--- src/rtl/mac_pkg.sv ---
// rtl/mac_pkg.sv - shared widths, state encoding and sign-extend helper for the MAC accumulator
package mac_pkg;

    localparam int IN_W_DEF  = 32;
    localparam int CNT_W_DEF = 8;
    localparam int ACC_W_DEF = 40;
    localparam int EXT_MAX_W = 64;

    typedef enum logic [1:0] {
        ST_IDLE = 2'd0,
        ST_ACC  = 2'd1,
        ST_DONE = 2'd2
    } state_e;

    // Replicates bit from_w-1 of val across the upper bits of a full-width word.
    function automatic logic [EXT_MAX_W-1:0] sign_extend(input logic [EXT_MAX_W-1:0] val,
                                                         input int from_w);
        logic signed [EXT_MAX_W-1:0] tmp;
        tmp = $signed(val << (EXT_MAX_W - from_w));
        return $unsigned(tmp >>> (EXT_MAX_W - from_w));
    endfunction

endpackage

--- src/rtl/acc_lane.sv ---
// rtl/acc_lane.sv - one signed accumulator lane with clear, enable and overflow detection
module acc_lane
    import mac_pkg::*;
#(
    parameter int IN_W  = IN_W_DEF,
    parameter int ACC_W = ACC_W_DEF
) (
    input  logic             i_clk,
    input  logic             i_rst,
    input  logic             i_clr,
    input  logic             i_en,
    input  logic [IN_W-1:0]  i_din,
    output logic [ACC_W-1:0] o_sum,
    output logic             o_ovf
);

    logic [ACC_W-1:0] acc_q;
    logic [ACC_W-1:0] acc_d;
    logic [ACC_W-1:0] ext;
    logic [ACC_W-1:0] sum;

    assign ext = ACC_W'(sign_extend(EXT_MAX_W'(i_din), IN_W));
    assign sum = acc_q + ext;

    // Operands agree in sign but the wrapped result does not.
    assign o_ovf = i_en && !i_clr
                   && (acc_q[ACC_W-1] == ext[ACC_W-1])
                   && (sum[ACC_W-1] != acc_q[ACC_W-1]);

    always_comb begin
        acc_d = acc_q;
        if (i_clr) begin
            acc_d = '0;
        end else if (i_en) begin
            acc_d = sum;
        end
    end

    always_ff @(posedge i_clk) begin
        if (i_rst) begin
            acc_q <= '0;
        end else begin
            acc_q <= acc_d;
        end
    end

    assign o_sum = acc_q;

endmodule

--- src/rtl/mac_accumulator.sv ---
// rtl/mac_accumulator.sv - frames two signed MAC result lanes into per-frame sums with a result handshake
module mac_accumulator
    import mac_pkg::*;
#(
    parameter int IN_W  = IN_W_DEF,
    parameter int CNT_W = CNT_W_DEF,
    parameter int ACC_W = ACC_W_DEF
) (
    input  logic             i_clk,
    input  logic             i_rst,
    input  logic             i_start,
    input  logic [CNT_W-1:0] i_len,
    input  logic             i_valid,
    input  logic [IN_W-1:0]  i_in1,
    input  logic [IN_W-1:0]  i_in2,
    output logic             o_in_ready,
    output logic             o_busy,
    output logic [ACC_W-1:0] o_acc1,
    output logic [ACC_W-1:0] o_acc2,
    output logic             o_ovf,
    output logic             o_valid,
    input  logic             i_ready
);

    state_e           state_q;
    state_e           state_d;
    logic [CNT_W-1:0] cnt_q;
    logic [CNT_W-1:0] cnt_d;
    logic [CNT_W-1:0] len_q;
    logic [CNT_W-1:0] len_d;
    logic             ovf_q;
    logic             ovf_d;
    logic             clr;
    logic             accept;
    logic             ovf1;
    logic             ovf2;

    assign accept = (state_q == ST_ACC) && i_valid;

    always_comb begin
        state_d = state_q;
        cnt_d   = cnt_q;
        len_d   = len_q;
        ovf_d   = ovf_q;
        clr     = 1'b0;
        case (state_q)
            ST_IDLE: begin
                if (i_start) begin
                    clr     = 1'b1;
                    cnt_d   = '0;
                    len_d   = i_len;
                    ovf_d   = 1'b0;
                    // A zero-length frame yields an immediate all-zero result.
                    state_d = (i_len != '0) ? ST_ACC : ST_DONE;
                end
            end
            ST_ACC: begin
                if (accept) begin
                    cnt_d = cnt_q + CNT_W'(1);
                    ovf_d = ovf_q | ovf1 | ovf2;
                    if (cnt_q == len_q - CNT_W'(1)) begin
                        state_d = ST_DONE;
                    end
                end
            end
            ST_DONE: begin
                if (i_ready) begin
                    state_d = ST_IDLE;
                end
            end
            default: begin
                state_d = ST_IDLE;
            end
        endcase
    end

    always_ff @(posedge i_clk) begin
        if (i_rst) begin
            state_q <= ST_IDLE;
            cnt_q   <= '0;
            len_q   <= '0;
            ovf_q   <= 1'b0;
        end else begin
            state_q <= state_d;
            cnt_q   <= cnt_d;
            len_q   <= len_d;
            ovf_q   <= ovf_d;
        end
    end

    acc_lane #(
        .IN_W  (IN_W),
        .ACC_W (ACC_W)
    ) u_lane1 (
        .i_clk (i_clk),
        .i_rst (i_rst),
        .i_clr (clr),
        .i_en  (accept),
        .i_din (i_in1),
        .o_sum (o_acc1),
        .o_ovf (ovf1)
    );

    acc_lane #(
        .IN_W  (IN_W),
        .ACC_W (ACC_W)
    ) u_lane2 (
        .i_clk (i_clk),
        .i_rst (i_rst),
        .i_clr (clr),
        .i_en  (accept),
        .i_din (i_in2),
        .o_sum (o_acc2),
        .o_ovf (ovf2)
    );

    assign o_in_ready = (state_q == ST_ACC);
    assign o_busy     = (state_q != ST_IDLE);
    assign o_valid    = (state_q == ST_DONE);
    assign o_ovf      = ovf_q;

endmodule

--- config.mk ---
export PLATFORM = sky130hd
export DESIGN_NAME = mac_accumulator
export DESIGN_NICKNAME = d
export VERILOG_FILES = /design/src/rtl/mac_pkg.sv /design/src/rtl/acc_lane.sv /design/src/rtl/mac_accumulator.sv
export SDC_FILE = /design/constraint.sdc
export NUM_CORES = 1
export LEC_CHECK = 0
export BUFFER_PORTS_ARGS = -buffer_cell sky130_fd_sc_hd__clkbuf_2
export CAP_MARGIN = 20
export CELL_PAD_IN_SITES_DETAIL_PLACEMENT = 2
export CELL_PAD_IN_SITES_GLOBAL_PLACEMENT = 2
export CORE_MARGIN = 1.5
export CORE_UTILIZATION = 34
export DETAILED_ROUTE_END_ITERATION = 16
export GPL_ROUTABILITY_DRIVEN = 0
export GPL_TIMING_DRIVEN = 0
export HOLD_SLACK_MARGIN = 0.1
export PLACE_DENSITY_LB_ADDON = 0.12
export SYNTH_ARGS = -nofsm -noshare
export SYNTH_HDL_FRONTEND = slang
export SYNTH_SLANG_ARGS = --single-unit
--- constraint.sdc ---
create_clock -name i_clk -period 7.7 [get_ports i_clk]
set_input_delay 1.54 -clock i_clk [delete_from_list [all_inputs] [get_ports i_clk]]
set_output_delay 1.54 -clock i_clk [all_outputs]
set_load 0.03 [all_outputs]
==> summary.md, run 1 <==
| Metric | Value |
|---|---|
| Critical path buffer and inverter count | `2` |
| Power, Total | `0.001449 W` |
| Clk_skew | `14.51 ps` |
| Final Hold Violating Endpoints | `0` |
| CTS Root Cell | `clkbuf_16` |
| Fmax | `0.2445 GHz` |
| Number of routed nets with antenna violations | `0` |
| Library cells used by synthesis | `75` |
| Hpwl dp | `23.44 mm` |
| Number of global-route vias before repair | `9191` |
| R2r worst-path depth | `12` |
| Req. time, crit path | `7940 ps` |
| RSZ-0062 raised after global routing | `no` |
| R2R Setup Slk | `4540 ps` |
| Core Util, Final | `40.87%` |
| Worst EP arrival | `4330 ps` |
| Initial Utilization | `34.44%` |
| Static Leak | `4.328 nW` |
| Die Area | `24560 sq um` |
| CTS tree | `built` |
| Min-delay src | `u_lane1.o_sum[15]` |
| Placed instance area | `9235 sq um` |
| Core area | `23330 sq um` |
| Class of the most critical setup path | `primary input to flop` |
| Peak VDD IR | `0.09794 mV` |
| Hold Path Depth | `2` |
| Crit-path cells | `clkbuf_2, ha_1, inv_1, fa_1, nand2b_1, a21oi_1, o41ai_1, a211oi_2, o31ai_4, o211ai_2, a41oi_2, xor2_1, o21ai_1` |
| Initial antenna violation count | `0` |
| Logic pwr share | `28.0%` |
| CTS Sinks | `99` |
| Syn nets | `1227` |
| Number of max-cap violations | `0` |
| Non-filler cells, final | `1563` |
| WL/cell | `18.81 microns` |
| Post-CTS Setup Inserts | `0` |
| Final Max Tran Viols | `0` |
| H-tree depth | `3` |
| Reg power frac | `38.0%` |
| Clock-pin slew on the worst setup and hold paths | `80 ps` |
| GRT Util Overall | `24.38%` |
| Hold/Removal Path Class | `flop to flop` |
| Setup violators final | `0` |
| Worst-margin pin slew | `885.0 ps` |
| Drt pass-1 iters | `4` |
| Area growth syn-to-layout | `18.67%` |
| CTS Buffer Depth | `2` |
| WHS Endpoint | `u_lane1.o_sum[15]` |
| Die Span X | `156.7 microns` |
| Antenna cells | `0` |
| Leading area contributor after synthesis | `dfxtp_1` |
| Layout cells sized above 1 | `17.04%` |
| Cell family with most CP delay | `compound AO/OA/AOI/OAI gates` |
| Syn Inst Count | `1068` |
| I/O pins | `161` |
| Status | `finished clean` |
| Flop and latch count out of synthesis | `99` |
| Critical Path Start Type | `primary input` |
| Cell area after layout | `9535 sq um` |
| Setup TNS | `0 ps` |
| Slowest cell on crit path | `o41ai_1` |
| Top area cells in the synthesized netlist | `dfxtp_1 (25%), ha_1 (12%), a21oi_1 (8.9%)` |
| Period utilization | `53.12%` |
| Worst R2R End | `u_lane2.o_sum[38]` |
| Drt drc | `0` |
| Initial DRC count | `268` |
| GR Overflow Total | `0` |
| Clock power frac | `34.0%` |
| Psw | `0.0005234 W` |
| Sequential share of the synthesized area | `24.67%` |
| Setup crit end kind | `flop` |
| Post-synth EDFFs | `0` |
| Area share of the largest cell type after synthesis | `24.67%` |
| DRT Wirelength | `29.40 mm` |
| CTS buffer count | `9` |
| Nets | `1398` |
| Pwr Density | `152.0 nW/um^2` |
| Top FF cell, synth | `dfxtp_1` |
| Post-DR vias/cell | `5.467` |
| Via count | `8545` |
| First-pass GRT wire length | `47.47 mm` |
| IO buf count | `160` |
| Minimum clock period | `4090 ps` |
| Hold Buf Count CTS | `0` |
| Int Pwr | `0.0009260 W` |
| Die Y | `156.7 microns` |
| Crit Path Max Fanout | `4` |
| Rows | `56` |
| Synthesized cell area | `8035 sq um` |
| Clock latency on the worst-skew pair | `360 ps` |
| # resized after CTS | `0` |
| Sw Ratio | `36.11%` |
| Crit-path max cell delay | `610 ps` |
| RR Startpoint | `u_lane2.o_sum[0]` |
| Mapped Avg Cell Area | `7.524 sq um` |
| Async SR Flop Fraction | `0%` |
| Pin count of the biggest net entering global routing | `18` |
| Dpl cells | `1547` |
| Max-slew headroom | `41.00%` |
| Yosys warns | `0` |
==> layer usage <==
metal | wire length (microns) | global-route usage, % | up-vias
met5 | 0 | 0 | -
met4 | 404 | 5.669 | 0
met3 | 853 | 2.659 | 25
met2 | 14840 | 45.03 | 126
met1 | 13310 | 30.04 | 4194
li1 | - | - | 4200
==> through the flow <==
| stage | hold slack, ps | setup WS [ps] |
|---|---|---|
| after floorplan | 442.0 | 3835 |
| after global placement | 455.6 | 3294 |
| after detailed placement | 459.1 | 3187 |
| after CTS | 477.1 | 3564 |
| after global routing | 501.7 | 3361 |
| final | 474.6 | 3610 |
==> power by group through the flow <==
stage                     sequential, W  clock [W]  combinational (W)
after floorplan                0.000587          0           0.000247
after global routing           0.000554   0.000521           0.000452
final                          0.000551   0.000492           0.000406
after detailed placement       0.000564          0           0.000407
after CTS                      0.000552   0.000506           0.000410
after global placement         0.000563          0           0.000394
==> worst reg2reg max path, cell delays in order, from the launching register on <==
cell and delay, ps:
dfxtp_1 360, ha_1 190, inv_1 60, fa_1 380, and2b_1 250, o31a_2 190
o21ai_2 100, o31ai_4 410, a21oi_2 140, o41ai_4 420, nand4_1 210, a211o_1 300
nand3_1 80
==> layout by cell type, fill, tap and decap left out, types with 5 or more instances in the layout <==
cell,instances
a211oi_1,10
a21o_1,36
a21oi_1,143
a31oi_1,12
and2_1,9
and3_1,15
buf_1,7
clkbuf_1,33
clkbuf_16,9
clkbuf_2,163
dfxtp_1,99
ha_1,80
inv_1,33
mux2i_1,7
nand2_1,165
nand2b_1,9
nand3_1,33
nand4_1,18
nor2_1,71
nor2b_1,11
nor3_1,28
nor4_1,8
o211ai_1,6
o21a_1,9
o21ai_0,49
o21ai_1,12
o21bai_1,13
or2_2,5
xnor2_1,33
xor2_1,34
==> logic make-up (layout without fill, tap and decap cells) <==
logic type               after synthesis  after routing  synth area share, %
flip-flops                            99             99                24.67
AND/OR/NAND/NOR                      390            390                22.47
XOR/XNOR                              67             67                7.303
adder cells (fa/ha/maj)               82             82                12.96
multiplexers                          10             10                1.292
AO/OA/AOI/OAI                        343            343                27.66
buffers and inverters                 77            253                3.659
==> synth_stat cells (all sizes together) (4+ instances only) <==
| master | count |
|---|---|
| nand2 | 165 |
| a31oi | 12 |
| clkbuf | 36 |
| nor3 | 28 |
| nand2b | 9 |
| and2 | 9 |
| inv | 33 |
| or3 | 4 |
| or2 | 6 |
| xnor2 | 33 |
| a21oi | 146 |
| nand3 | 34 |
| nand4 | 18 |
| and3 | 15 |
| dfxtp | 99 |
| xor2 | 34 |
| a21o | 36 |
| nor4 | 8 |
| ha | 80 |
| nor2 | 71 |
| o41ai | 5 |
| a211o | 4 |
| nor2b | 11 |
| o21bai | 14 |
| mux2i | 7 |
| a211oi | 12 |
| o21a | 9 |
| buf | 8 |
| a22oi | 4 |
| o21ai | 62 |
| o211ai | 8 |
==> final cells by class <==
cell class	instances	area, sq um
Fill cell	2815	13800
Multi-Input combinational cell	892	5759
Sequential cell	99	1982
Timing Repair Buffer	160	800.8
Tap cell	319	399.1
Clock buffer	9	225.2
Buffer	44	170.2
Inverter	33	123.9
Clock inverter	7	75.07
==> sequential cells by signal, summed over array words and instances, names as in the netlist <==
name,flops
u_lane2.o_sum,40
len_q,8
cnt_q,8
state_q,2
o_ovf,1
u_lane1.o_sum,40
==> worst max path at each step <==
stage	start	endpoint	slack (ps)	cells after the start
5_1_grt	i_in1[0]	u_lane1.o_sum[36]	3360	13
3_3_place_gp	i_in1[0]	u_lane1.o_sum[38]	3290	13
6_report	i_in1[0]	u_lane1.o_sum[38]	3610	13
2_1_floorplan	i_in2[0]	u_lane2.o_sum[38]	3830	12
3_5_place_dp	i_in1[0]	u_lane1.o_sum[36]	3190	13
4_1_cts	i_in1[0]	u_lane1.o_sum[38]	3560	13
No activity file was read; power rests on OpenSTA's default activity.
==> inputs of run 2 (changes only) <==
--- a/config.mk
+++ b/config.mk
@@ -10,7 +10,7 @@
 export CELL_PAD_IN_SITES_DETAIL_PLACEMENT = 2
 export CELL_PAD_IN_SITES_GLOBAL_PLACEMENT = 2
 export CORE_MARGIN = 1.5
-export CORE_UTILIZATION = 34
+export CORE_UTILIZATION = 29
 export DETAILED_ROUTE_END_ITERATION = 16
 export GPL_ROUTABILITY_DRIVEN = 0
 export GPL_TIMING_DRIVEN = 0
==> constraint.sdc (replaced) <==
create_clock -name i_clk -period 3.5 [get_ports i_clk]
set_input_delay 0.7 -clock i_clk [delete_from_list [all_inputs] [get_ports i_clk]]
set_output_delay 0.7 -clock i_clk [all_outputs]
set_load 0.03 [all_outputs]
==> summary.md, run 2 (synthesis results as in run 1) <==
| Metric | Value |
|---|---|
| Hold/Removal Path Class | `flop to flop` |
| Post-DR vias/cell | `5.228` |
| H-tree depth | `3` |
| Commonest non-fill, non-tap cell in the layout | `nand2_1` |
| CTS Sinks | `99` |
| GRT Util Overall | `21.32%` |
| Most frequent cells in the layout | `nand2_1 (165), clkbuf_2 (163), a21oi_1 (143), dfxtp_1 (99), ha_1 (80)` |
| Crit-path max cell delay | `600 ps` |
| Min-delay src | `u_lane2.o_sum[22]` |
| RSZ-0062 raised after global routing | `no` |
| WL/cell | `18.63 microns` |
| Hpwl dp | `24.01 mm` |
| Critical Path Start Type | `primary input` |
| Setup TNS | `0 ps` |
| Worst EP arrival | `3500 ps` |
| Drt pass-1 iters | `5` |
| Pin count of the biggest net entering global routing | `19` |
| Hold Buf Count CTS | `0` |
| CTS Root Cell | `clkbuf_16` |
| Pwr Density | `333.7 nW/um^2` |
| Layout cells sized above 1 | `17.04%` |
| Critical path buffer and inverter count | `2` |
| CTS buffer count | `9` |
| IO buf count | `160` |
| DRT Wirelength | `30.11 mm` |
| Initial DRC count | `305` |
| Minimum clock period | `3259 ps` |
| Final Max Tran Viols | `0` |
| Crit-path cells | `clkbuf_2, ha_1, inv_1, fa_1, nand2b_1, a21oi_1, o41ai_1, a211oi_2, o31ai_4, o211ai_2, a41oi_2, xor2_1, o21ai_1` |
| Area growth syn-to-layout | `19.59%` |
| Core Util, Final | `35.46%` |
| # resized after CTS | `0` |
| Slowest cell on crit path | `o41ai_1` |
| Req. time, crit path | `3750 ps` |
| GR Overflow Total | `0` |
| Via count | `8448` |
| Setup crit end kind | `flop` |
| Initial Utilization | `29.65%` |
| Fmax | `0.3068 GHz` |
| Core area | `27100 sq um` |
| Die Y | `169.5 microns` |
| Initial antenna violation count | `0` |
| Static Leak | `4.322 nW` |
| RR Startpoint | `u_lane2.o_sum[0]` |
| Crit Path Max Fanout | `4` |
| Post-CTS Setup Inserts | `0` |
| Worst-margin pin slew | `835.5 ps` |
| Number of global-route vias before repair | `8912` |
| CTS Buffer Depth | `2` |
| Max-slew headroom | `44.30%` |
| Setup crit start | `i_in1[0]` |
| Clk_skew | `10.31 ps` |
| Rows | `60` |
| First-pass GRT wire length | `48.52 mm` |
| Status | `finished clean` |
| Peak VDD IR | `0.1631 mV` |
| Number of max-cap violations | `0` |
| Drt drc | `0` |
| Nets | `1398` |
| Die Span X | `169.5 microns` |
| Clock-pin slew on the worst setup and hold paths | `80 ps` |
| Number of routed nets with antenna violations | `0` |
| Antenna cells | `0` |
| Cell family with most CP delay | `compound AO/OA/AOI/OAI gates` |
| I/O pins | `161` |
| Final Hold Violating Endpoints | `0` |
| CTS tree | `built` |
| Die Area | `28720 sq um` |
| Clock latency on the worst-skew pair | `360 ps` |
| Class of the most critical setup path | `primary input to flop` |
| Period utilization | `93.12%` |
| Setup violators final | `0` |
run 2: path summary, 6_finish.rpt:
check,end,slack [ps],depth (start not counted)
setup reg to reg,u_lane2.o_sum[38],330,12
hold reg to reg,u_lane2.o_sum[22],470,2
setup / recovery,u_lane1.o_sum[38],240,13
hold / removal,u_lane2.o_sum[22],470,2
run 2: final cells by class:
type | instances | area (sq um)
Buffer | 44 | 170.2
Clock buffer | 9 | 225.2
Clock inverter | 7 | 82.58
Fill cell | 3274 | 17490
Inverter | 33 | 123.9
Multi-Input combinational cell | 892 | 5759
Sequential cell | 99 | 1982
Tap cell | 372 | 465.4
Timing Repair Buffer | 160 | 800.8
run 2: tightest hold or removal path: cells and delay by family, from the launching register on:
kind	cells	cell delay, ps
AO/OA/AOI/OAI	1	50
AND/OR/NAND/NOR	1	60
flip-flops	1	330
run 2: where the power goes:
part	switching, W	internal (W)	total [W]
sequential	0.0000430	0.00117	0.00121
combinational	0.000588	0.000307	0.000895
clock	0.000532	0.000568	0.00110
total	0.00116	0.00204	0.00321
run 2: per-stage QoR:
| stage | hold WS (ps) | total power [W] | setup WS [ps] | std cells | cell area [sq um] |
|---|---|---|---|---|---|
| after floorplan | 442.0 | 0.001833 | 474.9 | 1068 | 8035 |
| after global placement | 459.9 | 0.002120 | -111.2 | 1600 | 9301 |
| after detailed placement | 471.7 | 0.002140 | -145.3 | 1600 | 9301 |
| after CTS | 483.8 | 0.003261 | 219.1 | 1616 | 9609 |
| after global routing | 500.6 | 0.003386 | 4.625 | 1616 | 9609 |
| final | 473.3 | 0.003207 | 240.7 | 1616 | 9609 |
run 2: metal layers:
metal	track usage [%]	share of wire, %
met1	27.46	47
met2	38.52	49
met3	2.402	2.5
met4	3.694	0.79
met5	0	0
==> inputs of run 3 (changes only) <==
==> constraint.sdc (replaced) <==
create_clock -name i_clk -period 3.5 [get_ports i_clk]
set_input_delay 1.05 -clock i_clk [delete_from_list [all_inputs] [get_ports i_clk]]
set_output_delay 1.05 -clock i_clk [all_outputs]
set_load 0.03 [all_outputs]
==> summary.md, run 3 (synthesis results as in run 1) <==
| Metric | Value |
|---|---|
| GRT Util Overall | `21.34%` |
| Core area | `27100 sq um` |
| Setup TNS | `0 ps` |
| I/O pins | `161` |
| Pwr Density | `331.2 nW/um^2` |
| Clock latency on the worst-skew pair | `360 ps` |
| Critical Path Start Type | `primary input` |
| Clk_skew | `10.44 ps` |
| Power, Total | `0.003219 W` |
| R2R Setup Slk | `580 ps` |
| Worst EP arrival | `3610 ps` |
| Critical path buffer and inverter count | `3` |
| WL/cell | `18.74 microns` |
| Crit-path max cell delay | `350 ps` |
| Final Max Tran Viols | `0` |
| RR Startpoint | `u_lane1.o_sum[0]` |
| Clock-pin slew on the worst setup and hold paths | `80 ps` |
| Fmax | `0.2974 GHz` |
| Most frequent cells in the layout | `nand2_1 (165), clkbuf_2 (163), a21oi_1 (141), dfxtp_1 (99), ha_1 (80)` |
| R2r worst-path depth | `13` |
| Req. time, crit path | `3750 ps` |
| First-pass GRT wire length | `48.56 mm` |
| Area growth syn-to-layout | `20.94%` |
| Rows | `60` |
| Hpwl dp | `24.01 mm` |
| Hold/Removal Path Class | `flop to flop` |
| Setup violators final | `0` |
| Cell family with most CP delay | `compound AO/OA/AOI/OAI gates` |
| Via count | `8500` |
| Post-DR vias/cell | `5.244` |
| Placed instance area | `9301 sq um` |
| Crit-path cells | `clkbuf_2, ha_1, inv_1, fa_1, nand2b_2, a21oi_2, o41ai_2, a211oi_2, buf_4, o31ai_4, o211ai_2, a41oi_2, xor2_1, o21ai_1` |
| Pre-CTS WS | `-495.3 ps` |
| Initial DRC count | `274` |
| Class of the most critical setup path | `primary input to flop` |
| Number of max-cap violations | `0` |
| Nets | `1403` |
| Pin count of the biggest net entering global routing | `19` |
| Drt pass-1 iters | `4` |
| Initial antenna violation count | `0` |
| DRT Wirelength | `30.38 mm` |
| Commonest non-fill, non-tap cell in the layout | `nand2_1` |
| CTS Sinks | `99` |
| RSZ-0062 raised after global routing | `no` |
| Final Hold Violating Endpoints | `0` |
| Initial Utilization | `29.65%` |
| Cell area after layout | `9718 sq um` |
| CTS buffer count | `9` |
| Worst R2R End | `u_lane1.o_sum[38]` |
| CTS Root Cell | `clkbuf_16` |
| Antenna cells | `0` |
| H-tree depth | `3` |
| WHS Endpoint | `u_lane2.o_sum[22]` |
| Layout cells sized above 1 | `18.17%` |
| Worst-margin pin slew | `846.6 ps` |
| Crit Path Max Fanout | `4` |
| Setup crit end kind | `flop` |
| Static Leak | `4.364 nW` |
| Status | `finished clean` |
| Period utilization | `96.06%` |
| Die Span X | `169.5 microns` |
| Drt drc | `0` |
| Minimum clock period | `3362 ps` |
| Number of global-route vias before repair | `8921` |
| Hold Path Depth | `2` |
| Final Worst Setup Slack | `138.1 ps` |
| Min-delay src | `u_lane2.o_sum[22]` |
| Die Y | `169.5 microns` |
| CTS Buffer Depth | `2` |
| Die Area | `28720 sq um` |
| IO buf count | `160` |
| GR Overflow Total | `0` |
| Peak VDD IR | `0.1640 mV` |
| Max-slew headroom | `43.56%` |
| CTS tree | `built` |
| Slowest cell on crit path | `o41ai_2` |
| Number of routed nets with antenna violations | `0` |
[run 3: worst max path at each step]
stage | start | end | slack [ps] | cells after the start
6_report | i_in1[0] | u_lane1.o_sum[38] | 140 | 14
5_1_grt | i_in2[3] | u_lane2.o_sum[39] | 3 | 11
4_1_cts | i_in1[0] | u_lane1.o_sum[38] | 30 | 13
3_5_place_dp | i_in2[0] | u_lane2.o_sum[38] | -500 | 13
3_3_place_gp | i_in2[0] | u_lane2.o_sum[38] | -460 | 13
2_1_floorplan | i_in2[0] | u_lane2.o_sum[38] | 120 | 12
[run 3: metal layers]
layer	vias up	GRT usage, %	wire length [microns]
li1	4218	-	-
met1	4157	27.52	14370
met2	109	38.52	14990
met3	16	2.402	764
met4	0	3.694	252
met5	-	0	0
[run 3: worst reg2reg max path, delay by kind of cell (launching register included)]
kind,cells,cell delay [ps]
compound gates,7,1180
xor+xnor,1,190
fa+ha+maj,2,600
buf+inv,2,240
flops,1,370
simple gates,1,230
[run 3: power breakdown]
part,switching (W),internal (W)
combinational,0.000595,0.000310
sequential,0.0000431,0.00117
clock,0.000533,0.000568
total,0.00117,0.00205
[run 3: per-stage QoR]
stage                     util (%)  std cells  hold slack, ps
after floorplan                  -       1068           442.0
after global placement       34.32       1600           459.9
after detailed placement     34.32       1600           471.7
after CTS                    35.51       1617           483.8
after global routing         35.86       1621           500.6
final                        35.86       1621           473.1
[run 3: cell type report]
cell class / instances / area (sq um)
fillers: 3275 / 17380
clock inverters: 7 / 82.58
inverters: 33 / 123.9
multi-input cells: 892 / 5831
flip-flops and latches: 99 / 1982
repair buffers: 165 / 838.3
clock buffers: 9 / 225.2
well taps: 372 / 465.4
plain buffers: 44 / 170.2
[run 3: timing repair]
action,4_1_cts,5_1_grt
buffers inserted,1,4
hold buffers,0,0
endpoints found under the setup margin,5,17
pin swaps,1,8
resized for setup,1,13
